===== src/rtl/rv32i_pkg.sv =====
// Shared RV32I definitions: widths, opcode encodings, fetch FSM states and buffer entry layout.
package rv32i_pkg;

  localparam int unsigned XLEN = 32;
  localparam int unsigned ILEN = 32;

  localparam logic [XLEN-1:0] RESET_PC_DEFAULT = 32'h0000_0000;

  localparam logic [6:0] OP_IMM    = 7'b0010011;
  localparam logic [6:0] OP_LOAD   = 7'b0000011;
  localparam logic [6:0] OP_STORE  = 7'b0100011;
  localparam logic [6:0] OP_BRANCH = 7'b1100011;
  localparam logic [6:0] OP_JAL    = 7'b1101111;
  localparam logic [6:0] OP_JALR   = 7'b1100111;
  localparam logic [6:0] OP_LUI    = 7'b0110111;
  localparam logic [6:0] OP_AUIPC  = 7'b0010111;

  typedef enum logic [1:0] {
    FS_RESET_WAIT = 2'd0,
    FS_RUN        = 2'd1,
    FS_HALT       = 2'd2
  } fetch_state_e;

  typedef struct packed {
    logic [XLEN-1:0] pc;
    logic [ILEN-1:0] instr;
  } fetch_entry_t;

  function automatic logic [6:0] opcode_of(input logic [ILEN-1:0] instr);
    return instr[6:0];
  endfunction

endpackage


===== src/rtl/fetch_fifo.sv =====
// In-order instruction buffer for the fetch stage. Head is visible combinationally;
// flush empties the buffer and overrides any push/pop in the same cycle.
module fetch_fifo #(
  parameter int unsigned DEPTH = 2,
  parameter int unsigned WIDTH = 64
) (
  input  logic                   clk,
  input  logic                   rst_n,
  input  logic                   push,
  input  logic [WIDTH-1:0]       push_data,
  input  logic                   pop,
  input  logic                   flush,
  output logic [WIDTH-1:0]       head,
  output logic [$clog2(DEPTH):0] count,
  output logic                   empty,
  output logic                   full
);

  localparam int unsigned AW = $clog2(DEPTH);
  localparam int unsigned CW = AW + 1;

  logic [WIDTH-1:0] mem [DEPTH];
  logic [AW-1:0]    wr_ptr;
  logic [AW-1:0]    rd_ptr;
  logic             do_push;
  logic             do_pop;

  assign empty   = (count == '0);
  assign full    = (count == CW'(DEPTH));
  assign do_pop  = pop && !empty;
  assign do_push = push;
  assign head    = mem[rd_ptr];

  // Pointer and occupancy bookkeeping; pointers wrap naturally since DEPTH is a power of 2.
  always_ff @(posedge clk or negedge rst_n) begin
    if (!rst_n) begin
      wr_ptr <= '0;
      rd_ptr <= '0;
      count  <= '0;
    end else if (flush) begin
      wr_ptr <= '0;
      rd_ptr <= '0;
      count  <= '0;
    end else begin
      if (do_push) wr_ptr <= wr_ptr + AW'(1);
      if (do_pop)  rd_ptr <= rd_ptr + AW'(1);
      count <= count + CW'(do_push) - CW'(do_pop);
    end
  end

  // Storage array, written on accepted pushes only.
  always_ff @(posedge clk) begin
    if (do_push && !flush) mem[wr_ptr] <= push_data;
  end

`ifndef SYNTHESIS
  // Credit accounting upstream must make overflow impossible.
  always_ff @(posedge clk) begin
    if (rst_n && !flush) begin
      assert (!(push && full && !pop)) else $error("fetch_fifo overflow");
    end
  end
`endif

endmodule


===== src/rtl/instruction_fetch_unit.sv =====
// RV32I fetch stage: PC, request credit, stale-response drop counter and run/halt FSM.
// Optional feature macro: FETCH_MISALIGN_CHECK_EN (misaligned redirect -> sticky fault + halt).
module instruction_fetch_unit
  import rv32i_pkg::*;
#(
  parameter logic [31:0] RESET_PC   = RESET_PC_DEFAULT,
  parameter int unsigned FIFO_DEPTH = 2
) (
  input  logic        clk,
  input  logic        rst_n,
  output logic        imem_req_valid,
  input  logic        imem_req_ready,
  output logic [31:0] imem_req_addr,
  input  logic        imem_rsp_valid,
  input  logic [31:0] imem_rsp_data,
  input  logic        redirect_valid,
  input  logic [31:0] redirect_pc,
  output logic        if_valid,
  input  logic        if_ready,
  output logic [31:0] if_pc,
  output logic [31:0] if_instr,
  output logic [6:0]  if_opcode,
  output logic        fetch_fault
);

  localparam int unsigned CW = $clog2(FIFO_DEPTH) + 1;
  localparam int unsigned DW = CW + 4;

  fetch_state_e  state_q, state_d;
  logic          fault_q, fault_d;
  logic [31:0]   pc_q;
  logic [CW-1:0] inflight_q;
  logic [DW-1:0] drop_q;

  logic          req_fire;
  logic          rsp_drop;
  logic          rsp_keep;
  logic          pop;
  logic          credit_ok;
  logic          misaligned;
  logic [31:0]   target_pc;
  logic [31:0]   rsp_pc;
  logic [CW-1:0] fifo_count;
  logic          fifo_empty;
  logic          fifo_full_unused;
  fetch_entry_t  push_entry;
  fetch_entry_t  head_entry;

`ifdef FETCH_MISALIGN_CHECK_EN
  assign misaligned = (redirect_pc[1:0] != 2'b00);
  assign target_pc  = redirect_pc;
`else
  logic unused_redirect_lsbs;
  assign unused_redirect_lsbs = ^redirect_pc[1:0];
  assign misaligned           = 1'b0;
  assign target_pc            = {redirect_pc[31:2], 2'b00};
`endif

  assign credit_ok      = ({1'b0, inflight_q} + {1'b0, fifo_count}) < (CW+1)'(FIFO_DEPTH);
  assign imem_req_valid = (state_q == FS_RUN) && credit_ok && !redirect_valid;
  assign imem_req_addr  = pc_q;
  assign req_fire       = imem_req_valid && imem_req_ready;
  assign rsp_drop       = imem_rsp_valid && (drop_q != '0);
  assign rsp_keep       = imem_rsp_valid && (drop_q == '0);
  assign pop            = if_valid && if_ready;

  // Responses return in order, so the oldest live request's PC is pc_q minus one word per
  // request still in flight; no per-request PC storage is needed.
  assign rsp_pc           = pc_q - XLEN'({inflight_q, 2'b00});
  assign push_entry.pc    = rsp_pc;
  assign push_entry.instr = imem_rsp_data;

  assign if_valid    = !fifo_empty;
  assign if_pc       = head_entry.pc;
  assign if_instr    = head_entry.instr;
  assign if_opcode   = opcode_of(head_entry.instr);
  assign fetch_fault = fault_q;

  fetch_fifo #(
    .DEPTH (FIFO_DEPTH),
    .WIDTH (XLEN + ILEN)
  ) u_fifo (
    .clk       (clk),
    .rst_n     (rst_n),
    .push      (rsp_keep && !redirect_valid),
    .push_data (push_entry),
    .pop       (pop),
    .flush     (redirect_valid),
    .head      (head_entry),
    .count     (fifo_count),
    .empty     (fifo_empty),
    .full      (fifo_full_unused)
  );

  // State and fault registers.
  always_ff @(posedge clk or negedge rst_n) begin
    if (!rst_n) begin
      state_q <= FS_RESET_WAIT;
      fault_q <= 1'b0;
    end else begin
      state_q <= state_d;
      fault_q <= fault_d;
    end
  end

  // Next-state: leave reset wait after one cycle; redirects decide between run and halt.
  always_comb begin
    state_d = state_q;
    fault_d = fault_q;
    if (state_q == FS_RESET_WAIT) state_d = FS_RUN;
    if (redirect_valid) begin
      if (misaligned) begin
        state_d = FS_HALT;
        fault_d = 1'b1;
      end else begin
        fault_d = 1'b0;
        if (state_q == FS_HALT) state_d = FS_RUN;
      end
    end
  end

  // PC, in-flight credit and drop counter. On redirect every request still owed by memory
  // (dropped or live, plus one accepted now, minus one answered now) becomes a drop.
  always_ff @(posedge clk or negedge rst_n) begin
    if (!rst_n) begin
      pc_q       <= RESET_PC;
      inflight_q <= '0;
      drop_q     <= '0;
    end else if (redirect_valid) begin
      pc_q       <= target_pc;
      inflight_q <= '0;
      drop_q     <= drop_q + DW'(inflight_q) + DW'(req_fire) - DW'(imem_rsp_valid);
    end else begin
      if (req_fire) pc_q <= pc_q + 32'd4;
      inflight_q <= inflight_q + CW'(req_fire) - CW'(rsp_keep);
      if (rsp_drop) drop_q <= drop_q - DW'(1);
    end
  end

endmodule

===== config.mk =====
export PLATFORM = sky130hd
export DESIGN_NAME = instruction_fetch_unit
export DESIGN_NICKNAME = d
export VERILOG_FILES = /design/src/rtl/rv32i_pkg.sv /design/src/rtl/fetch_fifo.sv /design/src/rtl/instruction_fetch_unit.sv
export SDC_FILE = /design/constraint.sdc
export NUM_CORES = 1
export LEC_CHECK = 0
export BUFFER_PORTS_ARGS = -buffer_cell sky130_fd_sc_hd__buf_2
export CORE_MARGIN = 2
export CORE_UTILIZATION = 25
export DETAILED_ROUTE_END_ITERATION = 16
export GPL_TIMING_DRIVEN = 0
export PLACE_DENSITY = 0.43
export SETUP_SLACK_MARGIN = 0.1
export SLEW_MARGIN = 30
export SYNTH_ARGS = -nofsm -noshare
export SYNTH_HDL_FRONTEND = slang
export SYNTH_HIERARCHICAL = 1
export SYNTH_SLANG_ARGS = --single-unit

===== constraint.sdc =====
create_clock -name clk -period 13.3 [get_ports clk]
set_clock_uncertainty 0.2 [all_clocks]
set_input_delay 1.33 -clock clk [delete_from_list [all_inputs] [get_ports clk]]
set_output_delay 1.33 -clock clk [all_outputs]
set_load 0.01 [all_outputs]

==> results of run 1 <==
[state kept, by name, indices dropped and copies added (netlist names)]
register / flops
u_fifo/mem: 128
u_fifo/count: 2
u_fifo/rd_ptr: 1
u_fifo/wr_ptr: 1
imem_req_addr: 30
inflight_q: 2
drop_q: 6
state_q: 2
[worst min-delay path by stage]
stage,slack [ps],to,startpoint,cells after the start
after global placement,280,state_q[0],state_q[0],2
after global routing,310,state_q[0],state_q[1],1
after floorplan,240,state_q[0],state_q[1],1
final,300,state_q[0],state_q[1],1
after detailed placement,280,state_q[0],state_q[1],1
after CTS,290,state_q[0],state_q[1],1
[cell type report]
cell class / count / area (um^2)
well taps: 442 / 553.0
fillers: 3323 / 21960
flip-flops and latches: 172 / 4945
repair buffers: 182 / 975.9
multi-input cells: 383 / 2884
inverters: 29 / 108.9
clock buffers: 19 / 432.9
plain buffers: 43 / 262.8
clock inverters: 13 / 166.4
[power by group through the flow]
stage	sequential (mW)	combinational (mW)	clock [mW]
final	0.632	0.250	0.510
after global routing	0.635	0.287	0.552
after CTS	0.632	0.253	0.531
after detailed placement	0.643	0.252	0
after global placement	0.645	0.250	0
after floorplan	0.641	0.169	0
[worst max-delay path, cell delays in order]
cell and delay (ps):
buf_2 160, clkbuf_1 170, or4b_2 760, nor2_1 250, inv_1 120, clkbuf_1 300
fa_1 530, fa_1 420, inv_1 80, a21oi_1 70, o21bai_1 160, xnor2_1 140
o21ai_0 90
[per-layer routing]
layer  track usage, %  routed length [um]  up-vias
met4            3.520                 248        2
met2            22.11               10680      136
met5                0                  13        -
met3            3.122                1021       20
met1            17.74               10500     2739
li1                 -                   -     2681
==> flow_summary.toml, run 1 <==
[grt]
grt_pass1_wl_mm = 33.63
grt_max_degree = 45
antenna_found_initial = 1
grt_usage_pct = 13.43
grt_pass1_vias = 5562
gr-total-overflow = 0

[sta]
worst_pin_slew_ps = 870.7
drv_slew = 0
slew_headroom_pct = 41.47
fin_crit_sh_pct = 33.80
hold_viol_final = 0
fin_ws_ps = 8805
min_period_ps = 4495
holdWs_ps = 295.2
setup_tns_ps = 0
rsz0062_at_grt = "false"
setup_viol = 0
fmax_mhz = 222.4

[power_and_ir_drop]
p_clk_share_pct = 36.6
p_total_mw = 1.392
p_switching_uw = 379.9
peakVddDrop_uv = 90.89
pwr-share-seq_pct = 45.4
swShare_pct = 27.30
pwr-share-comb_pct = 18.0
leakage_nw = 4.048
power_density_nw_per_um2 = 134.8
p_int_mw = 1.012

[critical_path]
cp-endpoint = "drop_q[4]"
cp-start-kind = "primary input"
crit_start = "redirect_valid"
crit_fanout = 11
r2r_slack_ps = 9040
worstPathArrival_ps = 4580
r2r_start = "inflight_q[0]"
required_ps = 13390
r2r_end = "drop_q[4]"
criticalPathCategory = "primary input to register"
cp-end-kind = "register"
rr_worst_depth = 13

[layout]
mostFrequentLayoutCell = "buf_2"
area_delta_synth_final_pct = 26.73
drive_gt1_share_pct = 37.69
layout_common_cells = "buf_2, edfxtp_1, mux2_2"
n_antenna_cell = 0
design_area_um2 = 10330
final_util_pct = 31.99
stdcell_count = 1283
finalNetCount = 919

[drt]
dr.pass1.iters = 4
routed_via_density = 4.348
wl_mm = 22.46
final_antenna_net_count = 0
dr_total_vias = 5578
avgRoutedWirePerCell_um = 17.51
drtIter0Drc = 252
drcViolationCount = 0

[placement]
dp_hpwl_mm = 16.76
port-buffer-count = 170
place_area_um2 = 9729
dp.cells = 1251
gp_congestion = 0.7572
post-place-ws_ps = 8334

[clocking]
cts_tree = "yes"
clockBufferDepth = 2
cts_root_buf = "clkbuf_16"
cts_hold_buf = 0
cts_resized = 0
numClockSinks = 172
numCtsBuffers = 17
htreeDepth = 4
clkTransAtPathRegs_ps = 80
clock_latency_ps = 440
post_cts.repair.setup_buffers = 0

[floorplanning]
rows = 66
dieArea_um2 = 34060
fp.dieH_um = 184.6
start_util_pct = 25.24
fp.coreArea_um2 = 32290
die_x_um = 184.6
pin_count = 176

[synth]
synth.avg_cell_area_um2 = 13.12
netlist_area_um2 = 8150
syn_inst = 621
synth_warnings = 6

[flow_run]
cap_violations = 0

[status]
outcome = "complete, no violations"

[min_path]
hold_path_class = "register to register"
No activity file was read; power rests on OpenSTA's default activity.
==> run 2: changes to the inputs <==
==> constraint.sdc (replaced) <==
create_clock -name clk -period 4.4 [get_ports clk]
set_clock_uncertainty 0.2 [all_clocks]
set_input_delay 0.44 -clock clk [delete_from_list [all_inputs] [get_ports clk]]
set_output_delay 0.44 -clock clk [all_outputs]
set_load 0.01 [all_outputs]
==> flow_summary.toml, run 2 (synthesized netlist as in run 1, its figures left out) <==
[clocking]
htreeDepth = 4
numClockSinks = 172
clock_latency_ps = 430
cts_root_buf = "clkbuf_16"
clockBufferDepth = 2
cts_tree = "yes"
numCtsBuffers = 17
clkTransAtPathRegs_ps = 80

[critical_path]
cp-endpoint = "drop_q[4]"
worstPathArrival_ps = 4150
criticalPathCategory = "register to register"
r2r_slack_ps = 340
critical_path_buf_inv_count = 3
r2r_start = "inflight_q[0]"
rr_worst_depth = 13
cp_slowest_stage_delay_ps = 700
crit_chain = "and2_1 -> fa_1 -> or4b_2 -> nor2_2 -> inv_1 -> buf_2 -> fa_1 -> fa_1 -> inv_1 -> a21oi_1 -> o21bai_1 -> xnor2_1 -> o21ai_0"
critPathMostFrequentCell = "fa_1"
cp-start-kind = "register"
required_ps = 4490
crit_start = "inflight_q[0]"
cp_slowest_cell = "or4b_2"
r2r_end = "drop_q[4]"
cpLargestDelayFamily = "adder cells"
crit_fanout = 11
cp-end-kind = "register"
worst-path-stages = 13

[layout]
layout_common_cells = "buf_2, edfxtp_1, mux2_2"
top_register = "u_fifo/mem"
largest_reg_flops = 128
drive_gt1_share_pct = 35.98
final_util_pct = 32.86
n_antenna_cell = 0
fillerInstances = 3324
design_area_um2 = 10610
area_delta_synth_final_pct = 30.18
finalNetCount = 949
mostFrequentLayoutCell = "buf_2"

[min_path]
min_from = "redirect_pc[10]"
hold_path_class = "primary input to register"

[sta]
rsz0062_at_grt = "false"
setup_viol = 0
worst_pin_slew_ps = 881.1
setup_tns_ps = 0
fin_ws_ps = 340.3
slew_headroom_pct = 40.77
fmax_mhz = 246.3
fin_crit_sh_pct = 92.27
drv_slew = 0
min_period_ps = 4060
hold_viol_final = 0

[flow_run]
cap_violations = 0

[power_and_ir_drop]
swShare_pct = 27.68
p_int_mw = 2.947
pwr-share-comb_pct = 19.1
power_density_nw_per_um2 = 384.1
p_clk_share_pct = 34.1
pwr-share-seq_pct = 46.9
p_switching_mw = 1.128
peakVddDrop_uv = 269.2
leakage_nw = 4.158

[grt]
antenna_found_initial = 0
grt_usage_pct = 13.47
grt_pass1_vias = 5629
gr-total-overflow = 0
grt_max_degree = 45
grt_pass1_wl_mm = 33.73

[drt]
dr_total_vias = 5698
dr.pass1.iters = 6
final_antenna_net_count = 0
wl_mm = 22.79
drcViolationCount = 0
routed_via_density = 4.343
drtIter0Drc = 292
avgRoutedWirePerCell_um = 17.37

[floorplanning]
fp.coreArea_um2 = 32290
start_util_pct = 25.24
die_x_um = 184.6
dieArea_um2 = 34060
rows = 66
pin_count = 176
fp.dieH_um = 184.6

[status]
outcome = "complete, no violations"

[placement]
post-place-ws_ps = 116.6
port-buffer-count = 170
dp_hpwl_mm = 16.91
gp_congestion = 0.7585
place_area_um2 = 9747
[run 2: cell count changes in the layout (fill, tap and decap cells not counted), moves of 2 or more]
cell	delta
dlygate4sd3_1	+33
buf_4	-10
buf_6	+5
clkinvlp_4	-4
clkinv_1	+3
buf_8	+2
bufinv_16	-2
clkbuf_1	-2
clkinv_2	+2
[run 2: final cells by class]
class                   count  area [um^2]  area share [%]
plain buffers              43        264.0           2.488
clock buffers              18        429.2           4.045
clock inverters            13        100.1          0.9434
inverters                  29        108.9           1.026
multi-input cells         383         2893           27.26
flip-flops and latches    172         4945           46.60
well taps                 442        553.0           5.212
repair buffers            212         1318           12.42
[run 2: worst min path at each step]
| stage | end | slack [ps] | depth (start not counted) |
|---|---|---|---|
| 4_1_cts | imem_req_addr[3] | 7 | 3 |
| 3_5_place_dp | state_q[0] | 290 | 1 |
| 6_report | imem_req_addr[10] | 20 | 2 |
| 5_1_grt | imem_req_addr[10] | 10 | 2 |
| 2_1_floorplan | drop_q[0] | -60 | 0 |
| 3_3_place_gp | state_q[0] | 280 | 2 |
[run 2: power groups by stage]
stage	combinational, mW	sequential [mW]	clock (mW)
2_1_floorplan	0.512	1.94	0
3_3_place_gp	0.756	1.95	0
3_5_place_dp	0.763	1.95	0
4_1_cts	0.791	1.91	1.44
5_1_grt	0.895	1.92	1.50
6_report	0.777	1.91	1.39
[run 2: what timing repair did]
item                                   in CTS  in global routing
hold buffers                               33                  0
setup buffers                               0                  0
endpoints found under the hold margin     108                  0
setup endpoints to repair                   0                  2
gates resized for setup                     0                  4
[run 2: layer usage]
layer	up-vias	wire length, um	global-route usage, %
met5	-	0	0
met4	0	229	3.264
li1	2746	-	-
met2	151	11060	22.53
met3	17	1146	3.161
met1	2784	10350	17.57
[run 2: metrics by stage]
step | std cells | power, mW | hold slack [ps]
2_1_floorplan | 627 | 2.448 | -55.59
3_3_place_gp | 1239 | 2.704 | 276.0
3_5_place_dp | 1248 | 2.708 | 293.2
4_1_cts | 1312 | 4.148 | 6.688
5_1_grt | 1312 | 4.321 | 13.87
6_report | 1312 | 4.076 | 24.84
